`config.mk`:
```
export PLATFORM = sky130hd
export DESIGN_NAME = seq_controller
export DESIGN_NICKNAME = d
export VERILOG_FILES = /design/src/rtl/sextium_pkg.sv /design/src/rtl/seq_controller.sv
export SDC_FILE = /design/constraint.sdc
export NUM_CORES = 1
export LEC_CHECK = 0
export ABC_AREA = 1
export BUFFER_PORTS_ARGS = -buffer_cell sky130_fd_sc_hd__buf_4
export CORE_MARGIN = 1
export CORE_UTILIZATION = 35
export CTS_BUF_LIST = sky130_fd_sc_hd__clkbuf_8
export CTS_CLUSTER_DIAMETER = 40
export CTS_CLUSTER_SIZE = 16
export DETAILED_ROUTE_END_ITERATION = 10
export GPL_ROUTABILITY_DRIVEN = 0
export GPL_TIMING_DRIVEN = 0
export PLACE_DENSITY = 0.54
export SLEW_MARGIN = 20
export SYNTH_ARGS = -nofsm -noshare
export SYNTH_HDL_FRONTEND = slang
export SYNTH_SLANG_ARGS = --single-unit
```
`constraint.sdc`:
```
create_clock -name clock -period 2.95 [get_ports clock]
set_input_delay 0.59 -clock clock [delete_from_list [all_inputs] [get_ports clock]]
set_output_delay 0.59 -clock clock [all_outputs]
set_load 0.005 [all_outputs]
```
`src/rtl/sextium_pkg.sv`:
```
// sextium_pkg
//   Constants shared between the Sextium control unit and its datapath:
//   opcode numbers, controller state encoding, datapath select encodings,
//   and the bundle of registered control outputs.
package sextium_pkg;

    // Opcodes (4-bit slot values)
    localparam logic [3:0] OP_NOP     = 4'd0;
    localparam logic [3:0] OP_SYSCALL = 4'd1;
    localparam logic [3:0] OP_LOAD    = 4'd2;
    localparam logic [3:0] OP_STORE   = 4'd3;
    localparam logic [3:0] OP_SWAPA   = 4'd4;
    localparam logic [3:0] OP_SWAPD   = 4'd5;
    localparam logic [3:0] OP_BRANCHZ = 4'd6;
    localparam logic [3:0] OP_BRANCHN = 4'd7;
    localparam logic [3:0] OP_JUMP    = 4'd8;
    localparam logic [3:0] OP_CONST   = 4'd9;
    localparam logic [3:0] OP_ADD     = 4'd10;
    localparam logic [3:0] OP_SUB     = 4'd11;
    localparam logic [3:0] OP_MUL     = 4'd12;
    localparam logic [3:0] OP_DIV     = 4'd13;
    localparam logic [3:0] OP_HALT    = 4'd14;

    typedef enum logic [3:0] {
        ST_FETCH, ST_FWAIT, ST_FLATCH, ST_DECODE, ST_MEMWAIT,
        ST_IOWAIT, ST_ALUWAIT, ST_NEXT, ST_HALTED
    } state_t;

    // Datapath select encodings
    localparam logic       SELADDR_PC  = 1'b0;
    localparam logic       SELADDR_AR  = 1'b1;
    localparam logic [1:0] SELACC_MEM  = 2'd0;
    localparam logic [1:0] SELACC_IO   = 2'd1;
    localparam logic [1:0] SELACC_SWAP = 2'd2;
    localparam logic [1:0] SELACC_ALU  = 2'd3;
    localparam logic       SELSWAP_AR  = 1'b0;
    localparam logic       SELSWAP_DR  = 1'b1;
    localparam logic       SELPC1_NEXT = 1'b0;
    localparam logic       SELPC1_REG  = 1'b1;
    localparam logic       SELPC2_AR   = 1'b0;
    localparam logic       SELPC2_ACC  = 1'b1;

    // All registered control outputs except the slot index
    typedef struct packed {
        logic       mem_read;
        logic       mem_write;
        logic       ir_write;
        logic       pc_write;
        logic       acc_write;
        logic       doswap;
        logic       runio;
        logic       alu_start;
        logic       seladdr;
        logic [1:0] selacc;
        logic       selswap;
        logic       selpc1;
        logic       selpc2;
        logic [1:0] aluinsn;
        logic       halted;
    } ctl_t;

    // ADD..DIV map onto ALU codes 0..3
    function automatic logic [1:0] alu_code(input logic [3:0] op);
        logic [3:0] d;
        d = op - OP_ADD;
        return d[1:0];
    endfunction

endpackage

```
`src/rtl/seq_controller.sv`:
```
// seq_controller
//   Sextium control unit: fetches an instruction word, walks its SLOTS
//   opcode slots in order and drives the datapath strobes/selects. All
//   outputs are registered. Memory accesses wait on mem_ready, DIV (and
//   MUL when MUL_MULTI=1) wait on alu_done, SYSCALL waits on iobusy.
// Ports
//   clock, reset           : clock, synchronous active-low reset
//   insn                   : opcode of slot curinsn
//   accz, accn             : ACC zero / negative flags
//   iobusy, mem_ready,
//   alu_done               : handshakes from IO, memory, multi-cycle ALU
//   mem_read .. runio      : datapath strobes
//   seladdr .. selpc2      : datapath selects
//   curinsn                : current slot index
//   aluinsn, alu_start     : ALU operation and multi-cycle start pulse
//   halted                 : processor stopped until reset
module seq_controller
    import sextium_pkg::*;
#(
    parameter int SLOTS     = 4,
    parameter int SLOT_W    = $clog2(SLOTS),
    parameter int MUL_MULTI = 0
) (
    input  logic              clock,
    input  logic              reset,
    input  logic [3:0]        insn,
    input  logic              accz,
    input  logic              accn,
    input  logic              iobusy,
    input  logic              mem_ready,
    input  logic              alu_done,
    output logic              mem_read,
    output logic              mem_write,
    output logic              ir_write,
    output logic              pc_write,
    output logic              acc_write,
    output logic              doswap,
    output logic              runio,
    output logic              seladdr,
    output logic [1:0]        selacc,
    output logic              selswap,
    output logic              selpc1,
    output logic              selpc2,
    output logic [SLOT_W-1:0] curinsn,
    output logic [1:0]        aluinsn,
    output logic              alu_start,
    output logic              halted
);

    localparam logic MUL_IS_MULTI = (MUL_MULTI != 0);

    state_t            r_state, w_state_nxt;
    ctl_t              r_ctl,   w_ctl_nxt;
    logic [SLOT_W-1:0] r_cur,   w_cur_nxt;
    logic              r_xfer,  w_xfer_nxt;   // control transfer ends the word
    logic [3:0]        r_op,    w_op_nxt;     // opcode held through wait states

    always_ff @(posedge clock) begin
        if (!reset) begin
            r_state <= ST_FETCH;
            r_ctl   <= '0;
            r_cur   <= '0;
            r_xfer  <= 1'b0;
            r_op    <= OP_NOP;
        end else begin
            r_state <= w_state_nxt;
            r_ctl   <= w_ctl_nxt;
            r_cur   <= w_cur_nxt;
            r_xfer  <= w_xfer_nxt;
            r_op    <= w_op_nxt;
        end
    end

    always_comb begin
        w_state_nxt = r_state;
        w_ctl_nxt   = r_ctl;      // selects, aluinsn and halted hold
        w_cur_nxt   = r_cur;
        w_xfer_nxt  = r_xfer;
        w_op_nxt    = r_op;
        // strobes are single-state unless a state re-asserts them
        w_ctl_nxt.mem_read  = 1'b0;
        w_ctl_nxt.mem_write = 1'b0;
        w_ctl_nxt.ir_write  = 1'b0;
        w_ctl_nxt.pc_write  = 1'b0;
        w_ctl_nxt.acc_write = 1'b0;
        w_ctl_nxt.doswap    = 1'b0;
        w_ctl_nxt.runio     = 1'b0;
        w_ctl_nxt.alu_start = 1'b0;

        case (r_state)
            ST_FETCH: begin
                w_ctl_nxt.mem_read = 1'b1;
                w_ctl_nxt.seladdr  = SELADDR_PC;
                w_cur_nxt          = '0;
                w_state_nxt        = ST_FWAIT;
            end
            ST_FWAIT: begin
                // read held through FLATCH so IR captures stable data
                w_ctl_nxt.mem_read = 1'b1;
                if (mem_ready) begin
                    w_ctl_nxt.ir_write = 1'b1;
                    w_ctl_nxt.pc_write = 1'b1;
                    w_ctl_nxt.selpc1   = SELPC1_NEXT;
                    w_state_nxt        = ST_FLATCH;
                end
            end
            ST_FLATCH: w_state_nxt = ST_DECODE;
            ST_DECODE: begin
                w_op_nxt    = insn;
                w_state_nxt = ST_NEXT;
                case (insn)
                    OP_LOAD, OP_CONST: begin
                        w_ctl_nxt.mem_read = 1'b1;
                        w_ctl_nxt.selacc   = SELACC_MEM;
                        w_ctl_nxt.seladdr  = (insn == OP_LOAD) ? SELADDR_AR : SELADDR_PC;
                        w_state_nxt        = ST_MEMWAIT;
                    end
                    OP_STORE: begin
                        w_ctl_nxt.mem_write = 1'b1;
                        w_ctl_nxt.seladdr   = SELADDR_AR;
                        w_state_nxt         = ST_MEMWAIT;
                    end
                    OP_SWAPA, OP_SWAPD: begin
                        w_ctl_nxt.acc_write = 1'b1;
                        w_ctl_nxt.doswap    = 1'b1;
                        w_ctl_nxt.selacc    = SELACC_SWAP;
                        w_ctl_nxt.selswap   = (insn == OP_SWAPD) ? SELSWAP_DR : SELSWAP_AR;
                    end
                    OP_ADD, OP_SUB, OP_MUL, OP_DIV: begin
                        w_ctl_nxt.aluinsn = alu_code(insn);
                        w_ctl_nxt.selacc  = SELACC_ALU;
                        if (insn == OP_DIV || (insn == OP_MUL && MUL_IS_MULTI)) begin
                            w_ctl_nxt.alu_start = 1'b1;
                            w_state_nxt         = ST_ALUWAIT;
                        end else begin
                            w_ctl_nxt.acc_write = 1'b1;
                        end
                    end
                    OP_SYSCALL: begin
                        w_ctl_nxt.runio  = 1'b1;
                        w_ctl_nxt.selacc = SELACC_IO;
                        w_state_nxt      = ST_IOWAIT;
                    end
                    OP_BRANCHZ, OP_BRANCHN, OP_JUMP: begin
                        if (insn == OP_JUMP || (insn == OP_BRANCHZ && accz) ||
                            (insn == OP_BRANCHN && accn)) begin
                            w_ctl_nxt.pc_write = 1'b1;
                            w_ctl_nxt.selpc1   = SELPC1_REG;
                            w_ctl_nxt.selpc2   = (insn == OP_JUMP) ? SELPC2_ACC : SELPC2_AR;
                            w_xfer_nxt         = 1'b1;
                        end
                    end
                    OP_HALT: begin
                        w_ctl_nxt.halted = 1'b1;
                        w_state_nxt      = ST_HALTED;
                    end
                    default: ;  // NOP and reserved opcode
                endcase
            end
            ST_MEMWAIT: begin
                w_ctl_nxt.mem_read  = r_ctl.mem_read;
                w_ctl_nxt.mem_write = r_ctl.mem_write;
                if (mem_ready) begin
                    // a read stays up one more cycle while ACC/PC capture it
                    w_ctl_nxt.mem_write = 1'b0;
                    w_ctl_nxt.acc_write = (r_op != OP_STORE);
                    if (r_op == OP_CONST) begin
                        w_ctl_nxt.pc_write = 1'b1;
                        w_ctl_nxt.selpc1   = SELPC1_NEXT;
                    end
                    w_state_nxt = ST_NEXT;
                end
            end
            ST_ALUWAIT: begin
                if (alu_done) begin
                    w_ctl_nxt.acc_write = 1'b1;
                    w_state_nxt         = ST_NEXT;
                end
            end
            ST_IOWAIT: begin
                if (iobusy) w_ctl_nxt.runio = 1'b1;
                else        w_state_nxt     = ST_NEXT;
            end
            ST_NEXT: begin
                if (r_xfer || r_cur == SLOT_W'(SLOTS - 1)) begin
                    w_xfer_nxt  = 1'b0;
                    w_cur_nxt   = '0;
                    w_state_nxt = ST_FETCH;
                end else begin
                    w_cur_nxt   = r_cur + 1'b1;
                    w_state_nxt = ST_DECODE;
                end
            end
            ST_HALTED: ;    // absorbing until reset
            default:   w_state_nxt = ST_FETCH;
        endcase
    end

    assign mem_read  = r_ctl.mem_read;
    assign mem_write = r_ctl.mem_write;
    assign ir_write  = r_ctl.ir_write;
    assign pc_write  = r_ctl.pc_write;
    assign acc_write = r_ctl.acc_write;
    assign doswap    = r_ctl.doswap;
    assign runio     = r_ctl.runio;
    assign alu_start = r_ctl.alu_start;
    assign seladdr   = r_ctl.seladdr;
    assign selacc    = r_ctl.selacc;
    assign selswap   = r_ctl.selswap;
    assign selpc1    = r_ctl.selpc1;
    assign selpc2    = r_ctl.selpc2;
    assign aluinsn   = r_ctl.aluinsn;
    assign halted    = r_ctl.halted;
    assign curinsn   = r_cur;

endmodule

```
==> results.yml, run 1 <==
critical_path:
  cpMaxStageDelayCell: "nor2_1"
  crit_family: "simple AND/OR/NAND/NOR gates"
  critical_path_required_ns: 3.16
  cp_max_fo: 6
  crit_type: "input pin to flop"
  cp_cell_sequence: "buf_4 -> inv_2 -> nand3_1 -> nand2_1 -> nor2_1 -> nand3_2 -> nand2_1 -> nand2_1 -> a21oi_2"
  arrival_ns: 1.60
  cpPeakStageDelay_ns: 0.23
  path_buf_inv: 2
  crit_top_cell: "nand2_1"
  endpoint_kind: "flop"
  crit_path_start_kind: "input pin"
timing:
  final-hold-violation-count: 0
  whs_ns: 0.462
  worst_slew_pin_slew_ns: 0.505
  finalCritPeriodShare: 0.470
  drv_slew: 0
  slew-limit-headroom: 0.663
  max_freq_mhz: 721
  layout_min_cycle_time_ns: 1.39
  rsz0062_at_grt: "false"
  tns_ns: 0
  fin_ws_ns: 1.56
  setup_viol: 0
  finClkSkew_ns: 0.00396
synthesis:
  ys_seq_elements: 28
  synth-edff-count: 0
  syn-instance-count: 192
  netlist_area_sq_um: 1400
  ys.warnings.count: 0
  synth_cell_types: 31
  syn_area_per_cell_sq_um: 7.31
  synthFlopType: "dfxtp_1"
  ys_seq_area_frac: 0.400
  syn_nets: 204
  synth-async-reset-ratio: 0
cells_and_area:
  fin_util: 0.460
  ff_latch_area_sq_um: 561
  fin_cells: 271
  fin_nets: 236
  diodes: 0
  finalInstanceArea_sq_um: 1720
  layout-drive-gt1-share: 0.265
  areaGrowthSynthToFinish_pct: 22.7
  multi_input_area_sq_um: 683
  fill_cells: 436
min_path:
  hold_class: "flop to flop"
floorplan:
  start_util: 0.375
  core_area_sq_um: 3740
  die-area_sq_um: 4260
  die_x_um: 65.3
  die_h_um: 65.3
  io_pins: 30
  fp-row-count: 22
power_and_ir_drop:
  p_leak_nw: 0.818
  fin_total_pwr_mw: 1.06
  ir_drop_mv: 0.194
  power_density_nw_per_um2: 614
detailed_routing:
  wl_per_cell_um: 12.1
  wl_mm: 3.29
  dr.pass1.iters: 4
  vias_per_cell: 4.89
  drt_iter0_markers: 76
  drcViolationCount: 0
  ant_nets: 0
  via_count: 1326
run:
  maxCapViolations: 0
global_routing:
  grt_pass1_wl_mm: 5.66
  use_met3: 0.0278
  use_met1: 0.224
  grt_usage: 0.170
  grt_max_degree: 16
  grt_antenna_before_repair: 0
  grt_use_met2: 0.295
  grt-ovfl-total: 0
  gr-max-usage-layer: "met2"
  grt_pass1_vias: 1271
clock_tree:
  cts_made_buffers: 3
  cts.sinks: 28
  tritoncts: "built"
  cts_buffer_depth: 2
  clk_latency_ns: 0.27
  cts_resized: 0
  root_buffer: "clkbuf_8"
  clk_pin_slew_ns: 0.10
  cts_hold_buf: 0
  post_cts_buffers: 0
  cts_max_level: 1
place:
  dp_hpwl_mm: 2.66
  post-place-cells: 267
  portBuffers: 27
  post-place-ws_ns: 1.29
  postPlaceCellArea_sq_um: 1670
status:
  status: "finished clean"
==> state kept, by name, summed over array words and instances, names as in the netlist, 2 cells and up <==
| register | count |
|---|---|
| aluinsn | 2 |
| curinsn | 2 |
| r_op | 4 |
| r_state | 4 |
| selacc | 2 |
==> cell usage in the layout (no fill, tap or decap), drive strengths merged, types with 3 or more instances in the layout <==
master	count
nand3	22
o21ai	15
nor2	25
buf	30
nor3	3
a21oi	15
nand4	3
nand2	41
dfxtp	28
inv	25
clkbuf	6
==> cells in the mapped netlist (2+ instances only) <==
| cell type | number | area share |
|---|---|---|
| nand2_1 | 35 | 0.094 |
| dfxtp_1 | 28 | 0.40 |
| nand3_1 | 20 | 0.071 |
| nor2_1 | 20 | 0.054 |
| inv_1 | 18 | 0.048 |
| a21oi_1 | 13 | 0.046 |
| o21ai_0 | 11 | 0.039 |
| inv_2 | 7 | 0.019 |
| nand2_2 | 4 | 0.018 |
| o21ai_1 | 4 | 0.014 |
| nand4_1 | 3 | 0.013 |
| nor2_2 | 3 | 0.013 |
| a21oi_2 | 2 | 0.012 |
| clkbuf_1 | 2 | 0.0054 |
| nand3_2 | 2 | 0.014 |
| nor2_4 | 2 | 0.016 |
| nor3_1 | 2 | 0.0071 |
| o221ai_1 | 2 | 0.012 |
| o22ai_1 | 2 | 0.0089 |
==> metal layers <==
metal  wire (um)  vias up
met5           0        -
met4           6        0
met3         102        2
met2        1580       20
met1        1600      616
li1            -      688
==> power by group <==
part	leakage, nW	internal (mW)	total [mW]	switching [mW]
logic	0.562	0.140	0.359	0.219
registers	0.227	0.421	0.460	0.0391
clock network	0.0288	0.119	0.237	0.118
total	0.818	0.680	1.06	0.376
==> cell families after synthesis <==
family                   share of synthesized area
AND/OR/NAND/NOR                              0.335
flip-flops                                   0.400
adder cells (fa/ha/maj)                    0.00892
AO/OA/AOI/OAI                                0.144
buffers and inverters                        0.113
==> worst register-to-register path, delay by kind of cell, from the launching register on <==
| kind | cells | cell delay, ns |
|---|---|---|
| DFF | 1 | 0.47 |
| AOI/OAI and AO/OA | 3 | 0.40 |
| and+or+nand+nor | 3 | 0.29 |
| buffers and inverters | 1 | 0.08 |
==> final cells by class <==
cell class,instances,share of cell area
buffer,5,0.0233
clock buffer,4,0.0320
inverter,27,0.0691
multi-input combinational,132,0.397
sequential,28,0.326
tap,48,0.0349
timing repair buffer,27,0.118
==> worst paths after layout <==
kind                              to                    start  slack (ns)  depth (start not counted)
max          r_state[1]$_SDFFE_PN0P_                  insn[2]        1.56                          9
min              halted$_SDFFE_PN0P_      halted$_SDFFE_PN0P_        0.46                          2
max reg2reg  r_state[0]$_SDFFE_PN0P_  r_state[0]$_SDFFE_PN0P_        1.59                          7
min reg2reg      halted$_SDFFE_PN0P_      halted$_SDFFE_PN0P_        0.46                          2
(Power assumes the default switching activity.)
==> inputs of run 2 (changes only) <==
Settings changed: PLACE_DENSITY 0.54 to 0.56.
Clock period 2.95 ns to 1.1 ns, I/O delays scaled along.
==> run 2 against run 1 <==
The flow now finishes with violations (negative setup slack). Sequential cell count unchanged. Worst hold slack lost 0.28 ns. Sequential power rose to 2.8 times the previous value. Die area is the same.
==> results.yml, run 2 (synthesis results as in run 1) <==
place:
  portBuffers: 27
  post-place-cells: 267
  dp_hpwl_mm: 2.67
floorplan:
  io_pins: 30
  die_h_um: 65.3
  die-area_sq_um: 4260
  start_util: 0.375
  fp-row-count: 22
  core_area_sq_um: 3740
  die_x_um: 65.3
clock_tree:
  tritoncts: "built"
  cts_buffer_depth: 2
  cts.sinks: 28
  cts_max_level: 1
  cts_made_buffers: 3
  root_buffer: "clkbuf_8"
  cts_hold_buf: 0
  clk_pin_slew_ns: 0.10
  clk_latency_ns: 0.28
detailed_routing:
  wl_per_cell_um: 13.5
  drt_iter0_markers: 42
  vias_per_cell: 5.03
  drcViolationCount: 0
  via_count: 1434
  wl_mm: 3.84
  ant_nets: 0
  dr.pass1.iters: 4
global_routing:
  use_met3: 0.0260
  gr-max-usage-layer: "met2"
  use_met1: 0.236
  grt_pass1_wl_mm: 6.38
  grt_usage: 0.197
  grt_max_degree: 17
  grt_pass1_vias: 1424
  grt_use_met2: 0.349
  grt-ovfl-total: 0
  grt_antenna_before_repair: 0
timing:
  layout_min_cycle_time_ns: 1.26
  worst_slew_pin_slew_ns: 0.532
  max_freq_mhz: 793
  finClkSkew_ns: 0.00258
  fin_ws_ns: -0.161
  slew-limit-headroom: 0.645
  drv_slew: 0
  rsz0062_at_grt: "true"
  whs_ns: 0.178
  final-hold-violation-count: 0
  setup_viol: 26
  finalCritPeriodShare: 1.15
critical_path:
  crit_type: "flop to flop"
  cp_max_fo: 4
  critical_path_required_ns: 1.26
  endpoint_kind: "flop"
  crit_path_start_kind: "flop"
  arrival_ns: 1.42
cells_and_area:
  final_cell_mix: "buf_4, nand2_1, dfxtp_1"
  fin_cells: 285
  reg_top3: "r_op (4), r_state (4)"
  layout.cells.most_common: "buf_4"
  fin_nets: 250
  ff_latch_area_sq_um: 578
  areaGrowthSynthToFinish_pct: 47.4
  diodes: 0
  fill_cells: 373
  layout-drive-gt1-share: 0.460
  multi_input_area_sq_um: 862
run:
  maxCapViolations: 0
min_path:
  hold_class: "input pin to flop"
status:
  status: "complete, but fails checks"
  failed_checks: "negative setup slack"
power_and_ir_drop:
  power_density_nw_per_um2: 1750
  p_leak_nw: 0.929
  ir_drop_mv: 0.579
==> run 2: changes by cell type in the layout (fill, tap and decap cells not counted), moves of 5 or more <==
cell	previous run	this run
o21ai_0	11	1
buf_4	28	36
nor2_4	2	9
dfxtp_1	28	22
nand2_1	35	29
nor2_1	20	14
o21ai_2	0	6
a21oi_1	13	8
buf_6	0	5
==> run 2: per-layer routing <==
metal,routed length [um],share of wire
met2,1880,0.49
met4,101,0.026
met3,160,0.042
met5,0,0
met1,1700,0.44
==> run 2: path summary, 6_finish.rpt <==
kind | endpoint | cells after the start | slack, ns | from
min | selswap$_SDFFE_PN0P_ | 3 | 0.18 | insn[0]
max reg2reg | r_state[0]$_SDFFE_PN0P_ | 7 | -0.16 | r_state[3]$_SDFFE_PN0P_
min reg2reg | halted$_SDFFE_PN0P_ | 2 | 0.47 | halted$_SDFFE_PN0P_
max | r_state[0]$_SDFFE_PN0P_ | 7 | -0.16 | r_state[3]$_SDFFE_PN0P_
==> run 2: per-stage QoR <==
stage / utilization / instance area (sq um) / setup TNS, ns / power [mW] / worst slack [ns]
4_1_cts: 0.527 / 1970 / -1.97 / 3.48 / -0.147
3_5_place_dp: 0.454 / 1700 / -2.66 / 2.26 / -0.200
5_1_grt: 0.552 / 2070 / -4.11 / 3.83 / -0.232
6_report: 0.552 / 2070 / -2.33 / 3.63 / -0.161
2_1_floorplan: - / 1440 / -0.0221 / 1.99 / -0.0113
3_3_place_gp: 0.454 / 1700 / -2.45 / 2.25 / -0.200
==> run 2: layout make-up <==
cell class              instances  area share
well taps                      48      0.0291
clock buffers                   3      0.0200
multi-input cells             132       0.417
plain buffers                   5      0.0194
flip-flops and latches         28       0.280
clock inverters                 1      0.0145
repair buffers                 41       0.162
inverters                      27      0.0587
==> run 2: report_power, final <==
group	switching [mW]	internal [mW]	total (mW)
Clock	0.356	0.488	0.844
Sequential	0.142	1.16	1.30
Combinational	0.831	0.654	1.49
==> run 2: worst max-delay path: stages, from the launching register on <==
cell and delay, ns:
dfxtp_4 0.39, nor2_4 0.20, buf_6 0.15, nand2_4 0.08, a21oi_4 0.15, nor2_1 0.07
nand2_1 0.07, a21oi_2 0.05
==> run 2: repair_timing <==
item / 4_1_cts / 5_1_grt
resized for setup: 46 / 17
setup endpoints to repair: 22 / 26
setup buffers: 10 / 4
pin swaps: 17 / 8
